==> config.mk <==
export PLATFORM = sky130hd
export DESIGN_NAME = rgb_to_bayer_flat
export DESIGN_NICKNAME = d
export VERILOG_FILES = /design/src/rtl/rgb_to_bayer_if.sv /design/src/rtl/rgb_to_bayer.sv /design/src/flat_wrapper.sv
export SDC_FILE = /design/constraint.sdc
export NUM_CORES = 1
export LEC_CHECK = 0
export ABC_AREA = 1
export BUFFER_PORTS_ARGS = -buffer_cell sky130_fd_sc_hd__buf_2
export CAP_MARGIN = 20
export CORE_ASPECT_RATIO = 2
export CORE_MARGIN = 5
export CORE_UTILIZATION = 50
export DETAILED_ROUTE_END_ITERATION = 6
export MAX_ROUTING_LAYER = met4
export PLACE_DENSITY = 0.84
export RECOVER_POWER = 100
export SYNTH_ARGS = -nofsm -noshare
export SYNTH_HDL_FRONTEND = slang
export SYNTH_SLANG_ARGS = --single-unit
==> constraint.sdc <==
create_clock -name iCLK -period 2.7 [get_ports iCLK]
set_input_delay 0.135 -clock iCLK [delete_from_list [all_inputs] [get_ports iCLK]]
set_output_delay 0.135 -clock iCLK [all_outputs]
set_load 0.02 [all_outputs]
==> src/rtl/rgb_to_bayer_if.sv <==
// Pixel bus between an RGB source and the rgb_to_bayer re-mosaicer.
// iPattern is present only when RGB2BAYER_PATSEL_EN is defined.
interface rgb_to_bayer_if #(
  parameter int DATA_W = 12
);
  logic              iFVAL;
  logic              iDVAL;
  logic [DATA_W-1:0] iRed;
  logic [DATA_W-1:0] iGreen;
  logic [DATA_W-1:0] iBlue;
`ifdef RGB2BAYER_PATSEL_EN
  logic [1:0]        iPattern;
`endif
  logic [DATA_W-1:0] oDATA;
  logic              oDVAL;
  logic              oFVAL;
  logic [10:0]       oX_Cont;
  logic [10:0]       oY_Cont;
  logic              oLINE_ERR;

  modport master (
    output iFVAL, iDVAL, iRed, iGreen, iBlue,
`ifdef RGB2BAYER_PATSEL_EN
    output iPattern,
`endif
    input  oDATA, oDVAL, oFVAL, oX_Cont, oY_Cont, oLINE_ERR
  );

  modport slave (
    input  iFVAL, iDVAL, iRed, iGreen, iBlue,
`ifdef RGB2BAYER_PATSEL_EN
    input  iPattern,
`endif
    output oDATA, oDVAL, oFVAL, oX_Cont, oY_Cont, oLINE_ERR
  );
endinterface

==> src/rtl/rgb_to_bayer.sv <==
// Re-mosaics an RGB pixel stream into a raw Bayer stream with X/Y coordinates.
// Optional macro RGB2BAYER_PATSEL_EN adds a per-frame runtime Bayer phase select.
module rgb_to_bayer #(
  parameter int DATA_W        = 12,
  parameter int H_ACTIVE      = 1280,
  parameter int BAYER_PATTERN = 0
) (
  input  logic           iCLK,
  input  logic           iRST,
  rgb_to_bayer_if.slave  bus
);
  typedef enum logic {IDLE, ACTIVE} state_t;

  localparam logic [10:0] X_LAST = 11'(H_ACTIVE - 1);

  state_t            state_q, state_d;
  logic              fval_p0, armed, line_err;
  logic              frame_start, frame_end, accept;
  logic [10:0]       x_cnt, y_cnt, cur_x, cur_y, next_x, next_y;
  logic [1:0]        cur_pat;
  logic [DATA_W-1:0] data_p1;
  logic              vld_p1;
  logic [10:0]       x_p1, y_p1;

  // Component selection indexed by {pattern, Y[0], X[0]}
  function automatic logic [DATA_W-1:0] pick(input logic [1:0] pat, input logic [1:0] ph,
                                             input logic [DATA_W-1:0] r, g, b);
    case ({pat, ph})
      4'h1, 4'h4, 4'hB, 4'hE: pick = r;
      4'h2, 4'h7, 4'h8, 4'hD: pick = b;
      default:                pick = g;
    endcase
  endfunction

  always_comb begin
    state_d     = state_q;
    frame_start = 1'b0;
    frame_end   = 1'b0;
    case (state_q)
      IDLE: if (bus.iFVAL && !fval_p0 && armed) begin
        frame_start = 1'b1;
        state_d     = ACTIVE;
      end
      ACTIVE: if (!bus.iFVAL) begin
        frame_end = 1'b1;
        state_d   = IDLE;
      end
      default: state_d = IDLE;
    endcase
  end

  assign accept = bus.iFVAL && bus.iDVAL && ((state_q == ACTIVE) || frame_start);
  assign cur_x  = frame_start ? 11'd0 : x_cnt;
  assign cur_y  = frame_start ? 11'd0 : y_cnt;
  assign next_x = (cur_x == X_LAST) ? 11'd0 : cur_x + 11'd1;
  assign next_y = (cur_x == X_LAST) ? cur_y + 11'd1 : cur_y;

`ifdef RGB2BAYER_PATSEL_EN
  logic [1:0] pat_q;
  assign cur_pat = frame_start ? bus.iPattern : pat_q;

  always_ff @(posedge iCLK or negedge iRST) begin
    if (!iRST)            pat_q <= 2'(BAYER_PATTERN);
    else if (frame_start) pat_q <= bus.iPattern;
  end
`else
  assign cur_pat = 2'(BAYER_PATTERN);
`endif

  // Stage p0 -> p1: frame tracking, counters and the registered output sample
  always_ff @(posedge iCLK or negedge iRST) begin
    if (!iRST) begin
      state_q  <= IDLE;
      fval_p0  <= 1'b0;
      armed    <= 1'b0;
      line_err <= 1'b0;
      x_cnt    <= '0;
      y_cnt    <= '0;
      vld_p1   <= 1'b0;
      data_p1  <= '0;
      x_p1     <= '0;
      y_p1     <= '0;
    end else begin
      state_q <= state_d;
      fval_p0 <= bus.iFVAL;
      // a frame already running at reset release must end before one is accepted
      if (!bus.iFVAL) armed <= 1'b1;
      if (frame_start)                     line_err <= 1'b0;
      else if (frame_end && x_cnt != '0)   line_err <= 1'b1;
      if (frame_end) begin
        x_cnt <= '0;
        y_cnt <= '0;
      end else if (accept) begin
        x_cnt <= next_x;
        y_cnt <= next_y;
      end else if (frame_start) begin
        x_cnt <= '0;
        y_cnt <= '0;
      end
      vld_p1 <= accept;
      if (accept) begin
        data_p1 <= pick(cur_pat, {cur_y[0], cur_x[0]}, bus.iRed, bus.iGreen, bus.iBlue);
        x_p1    <= cur_x;
        y_p1    <= cur_y;
      end
    end
  end

  assign bus.oDATA     = data_p1;
  assign bus.oDVAL     = vld_p1;
  assign bus.oFVAL     = fval_p0;
  assign bus.oX_Cont   = x_p1;
  assign bus.oY_Cont   = y_p1;
  assign bus.oLINE_ERR = line_err;
endmodule

==> src/flat_wrapper.sv <==
// flat-port wrapper written by rule: the top's interface ports become plain ports
module rgb_to_bayer_flat 
#(
  parameter int DATA_W        = 12,
  parameter int H_ACTIVE      = 1280,
  parameter int BAYER_PATTERN = 0
)
  (iCLK, iRST, bus_iFVAL, bus_iDVAL, bus_iRed, bus_iGreen, bus_iBlue, bus_oDATA, bus_oDVAL, bus_oFVAL, bus_oX_Cont, bus_oY_Cont, bus_oLINE_ERR);
  rgb_to_bayer_if #(.DATA_W(DATA_W)) bus_i ();
  input  logic iCLK;
  input  logic iRST;
  input wire logic [$bits(bus_i.iFVAL)-1:0] bus_iFVAL;
  input wire logic [$bits(bus_i.iDVAL)-1:0] bus_iDVAL;
  input wire logic [$bits(bus_i.iRed)-1:0] bus_iRed;
  input wire logic [$bits(bus_i.iGreen)-1:0] bus_iGreen;
  input wire logic [$bits(bus_i.iBlue)-1:0] bus_iBlue;
  output wire logic [$bits(bus_i.oDATA)-1:0] bus_oDATA;
  output wire logic [$bits(bus_i.oDVAL)-1:0] bus_oDVAL;
  output wire logic [$bits(bus_i.oFVAL)-1:0] bus_oFVAL;
  output wire logic [$bits(bus_i.oX_Cont)-1:0] bus_oX_Cont;
  output wire logic [$bits(bus_i.oY_Cont)-1:0] bus_oY_Cont;
  output wire logic [$bits(bus_i.oLINE_ERR)-1:0] bus_oLINE_ERR;
  assign bus_i.iFVAL = bus_iFVAL;
  assign bus_i.iDVAL = bus_iDVAL;
  assign bus_i.iRed = bus_iRed;
  assign bus_i.iGreen = bus_iGreen;
  assign bus_i.iBlue = bus_iBlue;
  assign bus_oDATA = bus_i.oDATA;
  assign bus_oDVAL = bus_i.oDVAL;
  assign bus_oFVAL = bus_i.oFVAL;
  assign bus_oX_Cont = bus_i.oX_Cont;
  assign bus_oY_Cont = bus_i.oY_Cont;
  assign bus_oLINE_ERR = bus_i.oLINE_ERR;
  rgb_to_bayer #(.DATA_W(DATA_W), .H_ACTIVE(H_ACTIVE), .BAYER_PATTERN(BAYER_PATTERN)) u_core (.iCLK(iCLK), .iRST(iRST), .bus(bus_i));
endmodule
# Word-level counts from Yosys, hierarchy flattened
# Cells that the tools add are included.
totals:
  ff_bits: 61
  output_inout_bits: 37
  word_cells: 42
op_classes:
  n_addsub: 2
  eq_ne: 3
  mux: 17
  bitwise_logic: 1
  n_reduce_logical: 9
op_table:
  columns: ["cell", "n"]
  rows:
  - ["2-to-1 mux 11 bit", 8]
  - ["case mux 12 bit (2 select lines)", 1]
  - ["adder 11 x 1 -> 11 bit (second input constant)", 2]
  - ["equality test 11 bit (second input constant)", 1]
  - ["nonzero test 11 bit", 1]
  - ["2-to-1 mux 1 bit", 7]
  - ["logical AND 1 bit", 5]
  - ["equality test 2 x 1 -> 1 bit (second input constant)", 1]
  - ["equality test 2 bit (second input constant)", 1]
  - ["case mux 1 bit (2 select lines)", 1]
  - ["nonzero test 2 bit", 1]
  - ["zero test 1 bit", 1]
  - ["logical OR 1 bit", 1]
  - ["NOT 1 bit", 1]

# Logic depth before layout (Yosys ltp)
logic_depth:
  word_depth: 10
  ltp_mapped: 16

# Worst setup path before layout
# Ideal clock, no wire load.
synth_path:
  path_kind: "register -> register"
  start: "register u_core.fval_p0 (netlist: u_core.bus.oFVAL)"
  end: "register u_core.x_cnt[10]"
  arrival_ns: 1.988
  required_time_ns: 2.582
  path_slack_ns: 0.595
  path_stages_with_launch: 14
  cell_sequence: "dfrtp_1 > inv_1 > nand3_1 > nor2_2 > nor2_1 > ha_1 > nand2_1 > or2_1 > nor2_1 > nand2_1 > nor2_1 > nand2_1 > o21bai_1 > nor2_1"
synth_between:
  elab_chain_cells: 10
  elab_cells_between_ends: 13
  cone_classes: "add/sub: 1; eq/ne: 1; mux: 6; reduce/logical: 5"
synth_lines:
  columns: ["item", "line_no", "source"]
  rows:
  - ["start: declaration", "rgb_to_bayer.sv:17", "logic fval_p0, armed, line_err;"]
  - ["start signal: assignment", "rgb_to_bayer.sv:85", "fval_p0 <= bus.iFVAL;"]
  - ["zero test 1 bit *", "rgb_to_bayer.sv:40", "IDLE: if (bus.iFVAL && !fval_p0 && armed) begin"]
  - ["logical AND 1 bit * (2 in a row)", "rgb_to_bayer.sv:40", null]
  - ["2-to-1 mux 1 bit *", "rgb_to_bayer.sv:40", null]
  - ["2-to-1 mux 1 bit *", "rgb_to_bayer.sv:39", "case (state_q)"]
  - ["2-to-1 mux 11 bit *", null, null]
  - ["via u_core.cur_x[0]", "rgb_to_bayer.sv:19", "logic [10:0] x_cnt, y_cnt, cur_x, cur_y, next_x, next_y;"]
  - ["adder 11 x 1 -> 11 bit / equality test 11 bit (equally long branches)", "rgb_to_bayer.sv:55", "assign next_x = (cur_x == X_LAST) ? 11'd0 : cur_x + 11'd1;"]
  - ["2-to-1 mux 11 bit *", "rgb_to_bayer.sv:55", null]
  - ["2-to-1 mux 11 bit *", "rgb_to_bayer.sv:93", "end else if (accept) begin"]
  - ["2-to-1 mux 11 bit *", "rgb_to_bayer.sv:90", "if (frame_end) begin"]
  - ["end signal: assignment", "rgb_to_bayer.sv:94", "x_cnt <= next_x;"]
  - ["end: declaration", "rgb_to_bayer.sv:19", null]
# Mark *: on every way through the listed nets, which the timed path passes. The rest lies on a longest branch.
# A chain may end at the register's enable or synchronous reset.

# Worst setup path in the final report
layout_path:
  start: "input bus_iFVAL"
  end: "register u_core.x_cnt[10]"
layout_between:
  elab_chain_cells: 9
  elab_cells_between_ends: 15
  cone_classes: "add/sub: 1; eq/ne: 1; mux: 8; reduce/logical: 5"
layout_lines:
  columns: ["item", "line_no", "source"]
  rows:
  - ["start: declaration", "flat_wrapper.sv:12", "input wire logic [$bits(bus_i.iFVAL)-1:0] bus_iFVAL;"]
  - ["logical AND 1 bit (2 in a row)", "rgb_to_bayer.sv:40", null]
  - ["2-to-1 mux 1 bit", "rgb_to_bayer.sv:40", null]
  - ["2-to-1 mux 1 bit", "rgb_to_bayer.sv:39", null]
  - ["2-to-1 mux 11 bit", null, null]
  - ["adder 11 x 1 -> 11 bit / equality test 11 bit (equally long branches)", "rgb_to_bayer.sv:55", null]
  - ["2-to-1 mux 11 bit", "rgb_to_bayer.sv:55", null]
  - ["2-to-1 mux 11 bit", "rgb_to_bayer.sv:93", null]
  - ["2-to-1 mux 11 bit *", "rgb_to_bayer.sv:90", null]
# Every way passes the cells marked *; elsewhere a longest branch is shown, timed or not.

==> results.md <==
- Worst-Margin Slew: 1.48 ns
- Mapped Area: 3030 um^2
- Number of synthesized flops with an enable pin: 0
- Net Count, Synth: about 420
- Area grow syn2layout: 22.2%
- Largest net degree at the start of global routing: 62
- CTS tree: yes
- First-pass GRT wire length: about 12 mm
- Via density: 5.30
- Reg-to-Reg End: u_core.x_cnt[10]$_DFF_PN0_
- WP data required: around 2.9 ns
- Dpl cell area: 3450 um^2
- DRC Markers: 0
- Max-cap viol count: 0
- First-pass DRT Iterations: 5
- # rows: 40
- Clk sink count: between 60 and 70
- Netlist cell types: 30
- Seq pwr share: 0.382
- Initial antenna violation count: 0
- HP Class: input pin to flip-flop
- Routed via count: ~2.8k
- Worst skew pair latency: 0.32 ns
- Core ar.: roughly 6000 um^2
- CTS root buf: clkbuf_16
- CP Capture Type: flip-flop
- Setup violators final: 0
- H-tree levels: 3
- Synth area leader: dfrtp_1
- CP Class: input pin to flip-flop
- FFs w/ async S/R, synth: 1.00
- CTS resizes: 0
- Logic pwr share: 0.256
- Worst Skew: roughly 0.0042 ns
- Post-CTS setup buffer count: 0
- Gr ovfl total: 0
- Status: complete, no violations
- Max Slew Vio Count: 0
- Number of global-route vias before repair: roughly 2.9k
- Hold_buf cts: 2
- Critical Path Start Type: input pin
- Fin area: 3700 um^2
- Die Height: between 100 and 150 um
- Commonest cells in the netlist: nand2_1 (118), dfrtp_1 (61), nor2_1 (57)
- Final hold violation count: 0
- Share of post-route cells with drive strength above 1: 0.148
- CP max FO: 21
- FF/Latch Area: around 1500 um^2
- Synth area leaders: dfrtp_1 (50%), nand2_1 (15%), nor2_1 (7.1%)
- Multi-input combinational cell area: about 1300 um^2
- Cell Int Power: between 2000 and 2500 uW
- Mean Syn Cell Area: 7.96 um^2
- R2R setup slack: 0.33 ns
- Final Cycle Share: 0.918
- Ys flop type: dfrtp_1
- Total CTS buffers: 9
- Die extent in x: roughly 65 um
- Final #Nets: around 500
- Worst-path clk slew: roughly 0.05 ns
- Worst reg2reg startpoint: u_core.bus.oFVAL$_DFF_PN0_
- WL per Instance: about 14 um
- ANT cells: 0
- Routability cong.: 0.902
- Top-count cell post-synth: nand2_1
- Final min period: 2.48 ns
- F_max: roughly 0.40 GHz
- VDD IR-drop max: 0.000459 V
- Post-synthesis sequential area ratio: 0.505
- PD cells: 814 nW/um^2
- Post-DP HPWL: between 5 and 6 mm
- Fillers: about 560
- Sw Pwr: slightly below 1000 uW
- Crit path arrival time: between 2 and 3 ns
- Setup TNS: 0 ns
- Switch share: 0.326
- IO Port Bufs: 76
- Reg2Reg Depth: 9
- Tot GR Track Use: 0.215
- Share of the synthesized area in the top cell type: 0.505
- CP endpoint: u_core.x_cnt[10]$_DFF_PN0_
- Seq cells post-synth: about 60
- Ys Warns: 0
- Die Area: slightly below 8000 um^2
- Static leakage: 0.00185 uW
- Antenna-violating nets left: 0
- Cell count after synthesis: 380
- IO Count: 77
- Crit path from: bus_iFVAL
- Slew HR: 0.0112
- Effective utilization at floorplan: 0.508
- Unrepaired setup endpoints after global routing: no
- Starting DRC count in detailed routing: 163
- Clock power share: 0.362
- Clock Path Buffers: 2
- WL final: between 7 and 8 mm
==> layout make-up <==
cell class | count | area share
inverter | 31 | 0.0315
tap | 63 | 0.0213
clock buffer | 16 | 0.0788
timing repair buffer | 83 | 0.105
sequential | 61 | 0.413
multi-input combinational | 274 | 0.351
==> per-stage QoR <==
step	hold WS (ns)	worst slack [ns]	utilization	power, uW	instances
finish	0.0648	0.220	0.621	3010	528
global route	0.0636	0.0218	0.621	3180	528
CTS	0.0516	0.314	0.632	3080	528
detailed placement	0.342	0.486	0.580	1970	510
global placement	0.331	0.634	0.580	1950	510
floorplan	-0.161	0.595	-	1700	380
==> power by group through the flow <==
stage | clock (uW) | combinational [uW] | sequential, uW
3_5_place_dp | 0 | 816 | 1160
5_1_grt | 1150 | 861 | 1170
6_report | 1090 | 771 | 1150
4_1_cts | 1110 | 820 | 1140
2_1_floorplan | 0 | 388 | 1310
3_3_place_gp | 0 | 800 | 1150
==> metal layers <==
layer | vias to the layer above | global-route usage | share of wire
li1 | 1392 | - | -
met1 | 1286 | 0.216 | 0.36
met2 | 98 | 0.383 | 0.56
met3 | 20 | 0.0384 | 0.051
met4 | 0 | 0.115 | 0.028
met5 | - | - | 0
==> critical path, stage by stage <==
cell,delay (ns)
dlygate4sd3_1,0.53
buf_2,0.17
nand3_1,0.15
nand2_1,0.09
nand3_1,0.55
inv_2,0.38
nand3_1,0.23
nand2_1,0.24
o21bai_1,0.15
nor2_1,0.05
==> layout by cell type, fill, tap and decap left out, types with 2 or more instances in the layout <==
cell type / Yosys / final
nor2_2: 5 / 4
dlygate4sd3_1: 0 / 2
clkbuf_1: 7 / 40
inv_1: 29 / 29
dfrtp_1: 61 / 61
buf_4: 0 / 3
clkbuf_8: 0 / 4
a21oi_1: 8 / 8
nor2_1: 57 / 58
xor2_1: 2 / 2
nor3_1: 5 / 5
a31oi_1: 12 / 12
clkbuf_16: 0 / 9
a22o_1: 12 / 12
nand2_1: 118 / 118
inv_2: 2 / 2
ha_1: 4 / 4
nand3_1: 14 / 17
o21ai_0: 16 / 16
clkbuf_2: 0 / 2
nand2_2: 3 / 3
nand4_1: 4 / 4
buf_2: 6 / 39
==> state kept, by name (all words and copies together), names as in the netlist <==
signal	cells
u_core.bus.oDATA	12
u_core.bus.oX_Cont	11
u_core.bus.oY_Cont	11
u_core.x_cnt	11
u_core.y_cnt	11
u_core.armed	1
u_core.bus.oDVAL	1
u_core.bus.oFVAL	1
u_core.bus.oLINE_ERR	1
u_core.state_q	1
==> cells by family (layout without fill, tap and decap cells) <==
| family | count (synthesis) | in the layout | synth area share |
|---|---|---|---|
| XOR/XNOR | 3 | 3 | 0.00869 |
| adder cells (fa/ha/maj) | 4 | 4 | 0.0165 |
| flip-flops | 61 | 61 | 0.505 |
| AND/OR/NAND/NOR | 214 | 214 | 0.298 |
| AO/OA/AOI/OAI | 53 | 53 | 0.112 |
| buffers and inverters | 45 | 130 | 0.0608 |
==> worst min-delay path by stage <==
stage,start,end,slack [ns],cells after the start
after floorplan,iRST,u_core.armed$_DFFE_PN0N_,-0.16,0
after global placement,iRST,u_core.bus.oDVAL$_DFF_PN0_,0.33,2
after detailed placement,iRST,u_core.bus.oY_Cont[9]$_DFFE_PN0P_,0.34,2
after CTS,bus_iGreen[3],u_core.bus.oDATA[3]$_DFFE_PN0P_,0.05,3
after global routing,bus_iGreen[3],u_core.bus.oDATA[3]$_DFFE_PN0P_,0.06,3
final,bus_iGreen[3],u_core.bus.oDATA[3]$_DFFE_PN0P_,0.06,3
Note: power is estimated with default switching activity, not from simulation.
